===== src/rtl/lsu_pkg.sv =====
// Shared definitions for the load/store unit.
// Holds the access-size encoding (also used by the instruction decoder for
// data_size), the control FSM state encoding, the byte-enable base masks and
// a small helper that sign/zero-extends a byte or halfword lane.
package lsu_pkg;

    // Access size encoding, shared with the decoder's data_size output
    localparam logic [1:0] SZ_BYTE = 2'b00;
    localparam logic [1:0] SZ_HALF = 2'b01;
    localparam logic [1:0] SZ_WORD = 2'b10;
    localparam logic [1:0] SZ_ILL  = 2'b11;

    // Control FSM states
    typedef enum logic [1:0] {
        ST_IDLE = 2'b00,
        ST_REQ  = 2'b01,
        ST_RESP = 2'b10
    } lsu_state_e;

    // Byte-enable masks for a lane at offset 0; shifted by the byte offset
    localparam logic [3:0] BE_BYTE = 4'b0001;
    localparam logic [3:0] BE_HALF = 4'b0011;
    localparam logic [3:0] BE_WORD = 4'b1111;

    // Extend the low byte (is_half=0) or low halfword (is_half=1) of a lane
    // to 32 bits; zero_ext selects zero-extension instead of sign-extension.
    function automatic logic [31:0] extend_lane(input logic [15:0] lane,
                                                 input logic        is_half,
                                                 input logic        zero_ext);
        logic        sign_s;
        logic [31:0] res_s;
        if (is_half) begin
            sign_s = zero_ext ? 1'b0 : lane[15];
            res_s  = {{16{sign_s}}, lane};
        end else begin
            sign_s = zero_ext ? 1'b0 : lane[7];
            res_s  = {{24{sign_s}}, lane[7:0]};
        end
        return res_s;
    endfunction

endpackage


===== src/rtl/lsu_lane_align.sv =====
// Combinational lane alignment for the load/store unit.
// Ports:
//   size_i       access size (SZ_BYTE/SZ_HALF/SZ_WORD, SZ_ILL is illegal)
//   addr_lo_i    byte offset inside the word (addr[1:0])
//   store_data_i store value (rs2)
//   rdata_i      raw bus read word
//   unsigned_i   zero-extend load result
//   be_o         byte enables
//   wdata_o      store data replicated across all lanes
//   load_val_o   extracted and extended load value
//   misaligned_o access cannot be performed (bad alignment or illegal size)
module lsu_lane_align
    import lsu_pkg::*;
(
    input  logic [1:0]  size_i,
    input  logic [1:0]  addr_lo_i,
    input  logic [31:0] store_data_i,
    input  logic [31:0] rdata_i,
    input  logic        unsigned_i,
    output logic [3:0]  be_o,
    output logic [31:0] wdata_o,
    output logic [31:0] load_val_o,
    output logic        misaligned_o
);

    logic [4:0]  shamt_s;
    logic [31:0] shifted_s;

    // Move the addressed lane of the read word down to bit 0
    always_comb begin
        shamt_s   = {addr_lo_i, 3'b000};
        shifted_s = rdata_i >> shamt_s;
    end

    // Decode enables, write replication, load extension and alignment
    always_comb begin
        be_o         = 4'b0000;
        wdata_o      = 32'h0000_0000;
        load_val_o   = 32'h0000_0000;
        misaligned_o = 1'b1;
        case (size_i)
            SZ_BYTE: begin
                be_o         = BE_BYTE << addr_lo_i;
                wdata_o      = {4{store_data_i[7:0]}};
                load_val_o   = extend_lane(shifted_s[15:0], 1'b0, unsigned_i);
                misaligned_o = 1'b0;
            end
            SZ_HALF: begin
                be_o         = BE_HALF << addr_lo_i;
                wdata_o      = {2{store_data_i[15:0]}};
                load_val_o   = extend_lane(shifted_s[15:0], 1'b1, unsigned_i);
                misaligned_o = addr_lo_i[0];
            end
            SZ_WORD: begin
                be_o         = BE_WORD;
                wdata_o      = store_data_i;
                // Offset is 0 for any legal word access, so shifted == raw
                load_val_o   = shifted_s;
                misaligned_o = (addr_lo_i != 2'b00);
            end
            default: begin
                be_o         = 4'b0000;
                wdata_o      = 32'h0000_0000;
                load_val_o   = 32'h0000_0000;
                misaligned_o = 1'b1;
            end
        endcase
    end

endmodule


===== src/rtl/load_store_unit.sv =====
// Load/store unit: executes one load or store per start pulse on a
// single-master, word-wide data bus with a bounded wait for acknowledge.
// Ports:
//   clk, reset            clock (rising edge), async active-high reset
//   start                 one-cycle request pulse, accepted only when idle
//   data_r / data_w       load / store request from the decoder
//   data_size             SZ_BYTE/SZ_HALF/SZ_WORD (SZ_ILL faults)
//   unsigned_value        zero-extend the load result
//   addr, store_data      effective byte address, store value
//   busy, done, fault     status; done and fault are one-cycle pulses
//   load_data             extended load result, held until the next load
//   bus_req..bus_wdata    bus request side, held stable while requesting
//   bus_rdata, bus_ack    bus response side, rdata valid with ack
module load_store_unit
    import lsu_pkg::*;
#(
    parameter int unsigned BUS_TIMEOUT = 255,
    parameter int unsigned TO_W        = 8
) (
    input  logic        clk,
    input  logic        reset,
    input  logic        start,
    input  logic        data_r,
    input  logic        data_w,
    input  logic [1:0]  data_size,
    input  logic        unsigned_value,
    input  logic [31:0] addr,
    input  logic [31:0] store_data,
    output logic        busy,
    output logic        done,
    output logic        fault,
    output logic [31:0] load_data,
    output logic        bus_req,
    output logic        bus_we,
    output logic [31:0] bus_addr,
    output logic [3:0]  bus_be,
    output logic [31:0] bus_wdata,
    input  logic [31:0] bus_rdata,
    input  logic        bus_ack
);

    // Counter value seen in the last unacknowledged cycle before giving up
    localparam bit              TO_EN     = (BUS_TIMEOUT != 0);
    localparam int unsigned     TO_LAST_I = TO_EN ? (BUS_TIMEOUT - 1) : 0;
    localparam logic [TO_W-1:0] TO_LAST   = TO_LAST_I[TO_W-1:0];

    lsu_state_e      state_q;
    logic [TO_W-1:0] cnt_q;
    logic [1:0]      size_q;
    logic [1:0]      addr_lo_q;
    logic            unsigned_q;

    logic            busy_q;
    logic            done_q;
    logic            fault_q;
    logic [31:0]     load_data_q;
    logic            bus_req_q;
    logic            bus_we_q;
    logic [31:0]     bus_addr_q;
    logic [3:0]      bus_be_q;
    logic [31:0]     bus_wdata_q;

    logic [1:0]      lane_size_s;
    logic [1:0]      lane_addr_lo_s;
    logic            lane_unsigned_s;
    logic [3:0]      be_s;
    logic [31:0]     wdata_s;
    logic [31:0]     load_val_s;
    logic            misaligned_s;
    logic            legal_s;
    logic            timeout_s;

    // The aligner serves the live request while idle (legality, enables,
    // write data) and the latched request afterwards (load extraction).
    always_comb begin
        lane_size_s     = size_q;
        lane_addr_lo_s  = addr_lo_q;
        lane_unsigned_s = unsigned_q;
        if (state_q == ST_IDLE) begin
            lane_size_s     = data_size;
            lane_addr_lo_s  = addr[1:0];
            lane_unsigned_s = unsigned_value;
        end else begin
            lane_size_s     = size_q;
            lane_addr_lo_s  = addr_lo_q;
            lane_unsigned_s = unsigned_q;
        end
    end

    lsu_lane_align u_lane_align (
        .size_i       (lane_size_s),
        .addr_lo_i    (lane_addr_lo_s),
        .store_data_i (store_data),
        .rdata_i      (bus_rdata),
        .unsigned_i   (lane_unsigned_s),
        .be_o         (be_s),
        .wdata_o      (wdata_s),
        .load_val_o   (load_val_s),
        .misaligned_o (misaligned_s)
    );

    // Request legality and timeout detection
    always_comb begin
        legal_s   = (data_r ^ data_w) & ~misaligned_s;
        timeout_s = TO_EN && (cnt_q == TO_LAST);
    end

    // Control FSM with registered outputs
    always_ff @(posedge clk or posedge reset) begin
        if (reset) begin
            state_q     <= ST_IDLE;
            cnt_q       <= '0;
            size_q      <= 2'b00;
            addr_lo_q   <= 2'b00;
            unsigned_q  <= 1'b0;
            busy_q      <= 1'b0;
            done_q      <= 1'b0;
            fault_q     <= 1'b0;
            load_data_q <= 32'h0000_0000;
            bus_req_q   <= 1'b0;
            bus_we_q    <= 1'b0;
            bus_addr_q  <= 32'h0000_0000;
            bus_be_q    <= 4'b0000;
            bus_wdata_q <= 32'h0000_0000;
        end else begin
            done_q  <= 1'b0;
            fault_q <= 1'b0;
            case (state_q)
                ST_IDLE: begin
                    if (start) begin
                        size_q     <= data_size;
                        addr_lo_q  <= addr[1:0];
                        unsigned_q <= unsigned_value;
                        if (legal_s) begin
                            state_q     <= ST_REQ;
                            cnt_q       <= '0;
                            busy_q      <= 1'b1;
                            bus_req_q   <= 1'b1;
                            bus_we_q    <= data_w;
                            bus_addr_q  <= {addr[31:2], 2'b00};
                            bus_be_q    <= be_s;
                            bus_wdata_q <= wdata_s;
                        end else begin
                            fault_q <= 1'b1;
                        end
                    end
                end
                ST_REQ: begin
                    // Acknowledge takes priority over a coincident timeout
                    if (bus_ack) begin
                        state_q   <= ST_RESP;
                        bus_req_q <= 1'b0;
                        done_q    <= 1'b1;
                        if (!bus_we_q) begin
                            load_data_q <= load_val_s;
                        end
                    end else if (timeout_s) begin
                        state_q   <= ST_IDLE;
                        bus_req_q <= 1'b0;
                        busy_q    <= 1'b0;
                        fault_q   <= 1'b1;
                    end else begin
                        cnt_q <= cnt_q + {{(TO_W-1){1'b0}}, 1'b1};
                    end
                end
                ST_RESP: begin
                    state_q <= ST_IDLE;
                    busy_q  <= 1'b0;
                end
                default: begin
                    state_q   <= ST_IDLE;
                    busy_q    <= 1'b0;
                    bus_req_q <= 1'b0;
                end
            endcase
        end
    end

    assign busy      = busy_q;
    assign done      = done_q;
    assign fault     = fault_q;
    assign load_data = load_data_q;
    assign bus_req   = bus_req_q;
    assign bus_we    = bus_we_q;
    assign bus_addr  = bus_addr_q;
    assign bus_be    = bus_be_q;
    assign bus_wdata = bus_wdata_q;

endmodule


===== config.mk =====
export PLATFORM = sky130hd
export DESIGN_NAME = load_store_unit
export DESIGN_NICKNAME = d
export VERILOG_FILES = /design/src/rtl/lsu_pkg.sv /design/src/rtl/lsu_lane_align.sv /design/src/rtl/load_store_unit.sv
export SDC_FILE = /design/constraint.sdc
export NUM_CORES = 1
export LEC_CHECK = 0
export ABC_AREA = 1
export ABC_CLOCK_PERIOD_IN_PS = 4700
export BUFFER_PORTS_ARGS = -buffer_cell sky130_fd_sc_hd__buf_2
export CAP_MARGIN = 5
export CORE_MARGIN = 3
export CORE_UTILIZATION = 51
export CTS_CLUSTER_DIAMETER = 120
export DETAILED_ROUTE_END_ITERATION = 7
export PLACE_DENSITY = 0.84
export RECOVER_POWER = 100
export REMOVE_ABC_BUFFERS = 1
export SLEW_MARGIN = 10
export SYNTH_ARGS = -nofsm -noshare
export SYNTH_HDL_FRONTEND = slang
export SYNTH_HIERARCHICAL = 1
export SYNTH_SLANG_ARGS = --single-unit

===== constraint.sdc =====
create_clock -name clk -period 4.7 [get_ports clk]
set_input_delay 0.47 -clock clk [delete_from_list [all_inputs] [get_ports clk]]
set_output_delay 0.47 -clock clk [all_outputs]
set_load 0.02 [all_outputs]

# Word level (Yosys, flattened, before mapping)
# Index checks and enable logic that the tools add are counted.
[totals]
in_bits = 105
register_bits = 118
out_inout_bits = 105
[classes]
n_eq_ne = 11
addsub = 1
mux = 33
n_bitwise = 5
shift = 3
reduce_logical = 11
[op_table]
columns = ["cell", "n"]
rows = [
  ["$pmux 32 s3", 2],
  ["$mux 8", 4],
  ["$shr 32x5->32", 1],
  ["$pmux 8 s2", 1],
  ["$mux 1", 14],
  ["$mux 2", 6],
  ["$pmux 4 s3", 1],
  ["$ne 2x2->1 const B", 5],
  ["$reduce_and 3->1", 3],
  ["$add 8x1->8 const B", 1],
  ["$eq 8x8->1 const B", 1],
  ["$reduce_and 4->1", 2],
  ["$pmux 1 s3", 2],
  ["$reduce_and 5->1", 1],
  ["$eq 2x1->1 const B", 2],
  ["$eq 2x2->1 const B", 2],
  ["$logic_not 2->1", 2],
  ["$pmux 1 s2", 2],
  ["$pmux 2 s2", 1],
  ["$reduce_bool 2->1", 2],
  ["$shl 1x2->4 const A", 1],
  ["$shl 2x2->4 const A", 1],
  ["$ne 3x3->1 const B", 1],
  ["$not 1->1", 3],
  ["other kinds (3)", 3],
]

# Depth between registers and ports, before layout
[logic_depth]
ltp_word = 9
mapped_depth = 17
depth_no_buf = 14

# Cells and area by module
# Netlist, hierarchy kept.
[modules_own_cells]
columns = ["module", "n_inst", "area_each_um2", "cells_per_inst"]
rows = [
  ["load_store_unit", 1, 4837.1, 500],
  ["lsu_lane_align", 1, 1251.2, 282],
]

# Worst setup path after synthesis
# Ideal clock, no wire load.
[synth_path]
path_type = "register -> register"
from = "register state_q[1]"
to = "register bus_addr_q[15] (netlist: bus_addr[15])"
setup_ps = 117
t_arrival_ps = 2479
required_time_ps = 4583
path_stages_with_launch = 15
synth_period_minus_slack_ps = 2596
setup_slack_ps = 2104
path_cell_list = "dfrtp_1 nor2_1 clkbuf_1 o21ai_0 inv_2 nand2_2 inv_1 nand2_1 nand2_1 nor2_2 nand2_1 buf_2 buf_2 nand2_1 nand2_1"
[synth_via]
elab_chain_len = 7
[synth_lines]
columns = ["element", "line_no", "rtl"]
rows = [
  ["start: declaration", "load_store_unit.sv:47", "lsu_state_e state_q;"],
  ["start signal: assignment", "load_store_unit.sv:111", "state_q <= ST_IDLE;"],
  ["start signal: assignment", "load_store_unit.sv:135", "state_q <= ST_REQ;"],
  ["start signal: assignment", "load_store_unit.sv:151", "state_q <= ST_RESP;"],
  ["$logic_not 2->1 *", "load_store_unit.sv:79", "if (state_q == ST_IDLE) begin"],
  ["$mux 2 *", "load_store_unit.sv:79", ""],
  ["net lane_size_s[1]", "load_store_unit.sv:63", "logic [1:0] lane_size_s;"],
  ["$eq 2x2->1 (tied with other cells)", "lsu_lane_align.sv:41", "case (size_i)"],
  ["$pmux 1 s3 *", "lsu_lane_align.sv:41", ""],
  ["net misaligned_s", "load_store_unit.sv:69", "logic misaligned_s;"],
  ["$not 1->1 *", "load_store_unit.sv:104", "legal_s = (data_r ^ data_w) & ~misaligned_s;"],
  ["$and 1x1->1 *", "load_store_unit.sv:104", ""],
  ["$reduce_and 3->1 (no line) *", "n/a", ""],
  ["end signal: assignment", "load_store_unit.sv:140", "bus_addr_q <= {addr[31:2], 2'b00};"],
  ["end: declaration", "load_store_unit.sv:59", "logic [31:0] bus_addr_q;"],
]
# Mark *: on every way through the listed nets, which the timed path passes. The rest lies on a longest branch.
# A chain may end at the register's enable or synchronous reset.

# Worst setup path after layout
[layout_path]
from = "register state_q[1]"
to = "register fault_q (netlist: fault)"
[layout_via]
elab_chain_len = 9
[layout_lines]
columns = ["element", "line_no", "rtl"]
rows = [
  ["$logic_not 2->1", "load_store_unit.sv:79, load_store_unit.sv:128", ""],
  ["$mux 2", "load_store_unit.sv:79", ""],
  ["$eq 2x2->1 (tied with other cells)", "lsu_lane_align.sv:41", ""],
  ["$pmux 1 s3", "lsu_lane_align.sv:41", ""],
  ["$not 1->1", "load_store_unit.sv:104", ""],
  ["$and 1x1->1", "load_store_unit.sv:104", ""],
  ["$mux 1", "load_store_unit.sv:134", "if (legal_s) begin"],
  ["$mux 1", "load_store_unit.sv:130", "if (start) begin"],
  ["$pmux 1 s2 *", "load_store_unit.sv:128", "case (state_q)"],
  ["end signal: assignment", "load_store_unit.sv:118", "fault_q <= 1'b0;"],
  ["end signal: assignment", "load_store_unit.sv:127", "fault_q <= 1'b0;"],
  ["end signal: assignment", "load_store_unit.sv:144", "fault_q <= 1'b1;"],
  ["end: declaration", "load_store_unit.sv:55", "logic fault_q;"],
]
# Mark *: on every way between the ends. The rest lies on a longest branch, timed or not.

==> results.toml <==
[run_status]
status = "finished, violations left"
violations = "max-capacitance violations, max-slew violations"

[cells_and_area]
area_growth_pct = 24.6
layout_common_cells = "nand2_1, nand3_1, dfrtp_1, clkbuf_1, buf_2"
nets = 1077
fin_area_um2 = 7590
antennaDiodeCount = 0
final_common_cell = "nand2_1"
finish.utilization = 0.656
drive_gt1_frac = 0.187

[sta]
period_share = 0.806
finClkSkew_ps = 6.02
tightestPinTransition_ps = 3220
setup_viol = 0
maxSlewViolCount = 165
hold_viol_final = 0
fin_hold_ws_ps = 288
rsz0062_at_grt = "no"
maxSlewHeadroom = -1.15
setup_tns_ps = 0
min_period_ps = 3790
clock.fmax_mhz = 264

[detailed_routing]
vias = 6077
routed_via_density = 5.40
wirelength_um = 17200
wl_per_cell_um = 15.3
postRouteAntennaNets = 0
firstDrtPassIters = 6
drc_errors = 0
drtIter0Drc = 482

[critical_path]
cp-start-kind = "register"
cp.arrival_ps = 4080
critical_path_class = "reg -> reg"
worstSetupEndpointType = "register"
worst_path_largest_cell_delay_ps = 2280
path_max_fanout = 77
required_ps = 5000
worstPathCellList = "nor3b_4, clkbuf_1, o21ai_0, o31ai_1"
slowest_stage = "clkbuf_1"

[global_routing]
use_met3 = 0.0821
antenna_found_initial = 2
grt_usage = 0.256
use_met2 = 0.414
grt_pass1_wl_um = 27000
grt_max_degree = 87
grt-busiest-layer = "met2"
first_global_vias = 5775
use_met1 = 0.312
globalRoute.totalOverflow = 0

[clock_network]
h-tree-depth = 4
cts_buffer_depth = 2
post_cts_resized = 0
tritoncts = "done"
clkSinkCount = 118
post_cts_buffers = 0
cts.clk_slew.worst_paths_ps = 50
numCtsBuffers = 17
cts_hold_buf = 0
cts_root_buf = "clkbuf_16"
clk_latency_ps = 410

[logic_synthesis]
yosys_warnings = 6
yosysSeqAreaShare = 0.485
synth_seq_cells = 118
synth_cell_types = 27
synth.cell_area_um2 = 6090
synth_cells = 782
syn_avg_cell_area_um2 = 7.79

[power]
p_leak_nw = 4.09
power.density_nw_per_um2 = 740
p_clk_frac = 0.235
pwr-share-seq = 0.297
ir_worst_vdd_v = 0.000336
p_comb_frac = 0.469
total_power_mw = 5.61
switching_share = 0.450
p_int_mw = 3.09
p_sw_mw = 2.53

[floorplan]
dieArea_um2 = 13300
die_y_um = 115
std_cell_rows = 39
pin_count = 210
fp.dieW_um = 115
coreArea_um2 = 11600
start_util = 0.526

[placement]
place_area_um2 = 7140
hpwl_um = 11700
gp_congestion = 0.808
io_buffer_count = 207

[hold_path]
hold_class = "in -> reg"

[run]
drv_cap = 2
-- path summary, 6_finish.rpt --
kind,start,end,slack [ps],depth (start not counted)
max in group asynchronous,reset,cnt_q[2]$_DFFE_PP0P_,1340,3
min in group asynchronous,reset,bus_addr[23]$_DFFE_PP0P_,1200,2
setup / recovery,state_q[1]$_DFFE_PP0P_,fault$_DFF_PP0_,910,4
setup reg to reg,state_q[1]$_DFFE_PP0P_,fault$_DFF_PP0_,910,4
hold reg to reg,bus_addr[6]$_DFFE_PP0P_,bus_addr[6]$_DFFE_PP0P_,470,2
hold / removal,unsigned_value,unsigned_q$_DFFE_PP0P_,290,3
-- flip-flops by register name (all words and copies together) (netlist names) --
signal,cells
fault,1
unsigned_q,1
addr_lo_q,2
done,1
cnt_q,8
bus_we,1
bus_be,4
bus_addr,30
size_q,2
state_q,2
busy,1
bus_req,1
load_data,32
bus_wdata,32
-- per-stage QoR --
stage / cells / setup slack (ps)
finish: 1125 / 914
floorplan: 736 / -1350
global route: 1125 / 620
global placement: 1094 / 1580
detailed placement: 1094 / 1520
CTS: 1125 / 1460
-- synth_stat cells --
master / number / area share
nand2_1: 314 / 0.19
nand3_1: 124 / 0.10
dfrtp_1: 118 / 0.48
o21ai_0: 42 / 0.035
inv_1: 36 / 0.022
nor2_1: 35 / 0.022
mux2_2: 30 / 0.055
buf_2: 24 / 0.020
clkbuf_1: 14 / 0.0086
buf_4: 9 / 0.011
o211ai_1: 6 / 0.0074
inv_2: 5 / 0.0031
nand2_2: 4 / 0.0041
nor2_4: 3 / 0.0055
ha_1: 2 / 0.0041
mux2_1: 2 / 0.0037
nor2_2: 2 / 0.0021
nor3_1: 2 / 0.0016
o21bai_1: 2 / 0.0025
clkinv_2: 1 / 0.00082
conb_1: 1 / 0.00062
nand3_2: 1 / 0.0016
nand3_4: 1 / 0.0029
nand4_1: 1 / 0.0010
nor3b_4: 1 / 0.0031
o21ai_1: 1 / 0.00082
o31ai_1: 1 / 0.0012
-- routing by layer --
metal	vias to the layer above	part of all wire
li1	2887	-
met1	2861	0.40
met2	272	0.47
met3	53	0.088
met4	4	0.033
met5	-	0.00093
-- worst max-delay path: cells and delay by family, from the launching register on --
family                 cells  cell delay (ps)
buffers and inverters      1             2280
DFF                        1              430
and+or+nand+nor            1              210
AOI/OAI and AO/OA          2              740
-- power by group through the flow --
| stage | sequential (mW) | combinational [mW] | clock [mW] |
|---|---|---|---|
| final | 1.67 | 2.63 | 1.32 |
| after floorplan | 2.13 | 1.35 | 0 |
| after global placement | 1.65 | 2.69 | 0 |
| after CTS | 1.65 | 2.76 | 1.34 |
| after detailed placement | 1.66 | 2.74 | 0 |
| after global routing | 1.72 | 2.92 | 1.38 |
-- cell families after synthesis --
| logic type | share of synthesized area |
|---|---|
| adder cells (fa/ha/maj) | 0.00411 |
| AO/OA/AOI/OAI | 0.0464 |
| other | 0.000616 |
| AND/OR/NAND/NOR | 0.339 |
| multiplexers | 0.0592 |
| buffers and inverters | 0.0656 |
| flip-flops | 0.485 |
-- area by class of cell --
cell class | count | area, um^2
repair buffers | 215 | 957
multi-input cells | 576 | 2730
flip-flops and latches | 118 | 2950
well taps | 143 | 179
fillers | 1059 | 3980
clock buffers | 23 | 488
clock inverters | 8 | 121
inverters | 42 | 159
No activity file was read; power rests on OpenSTA's default activity.
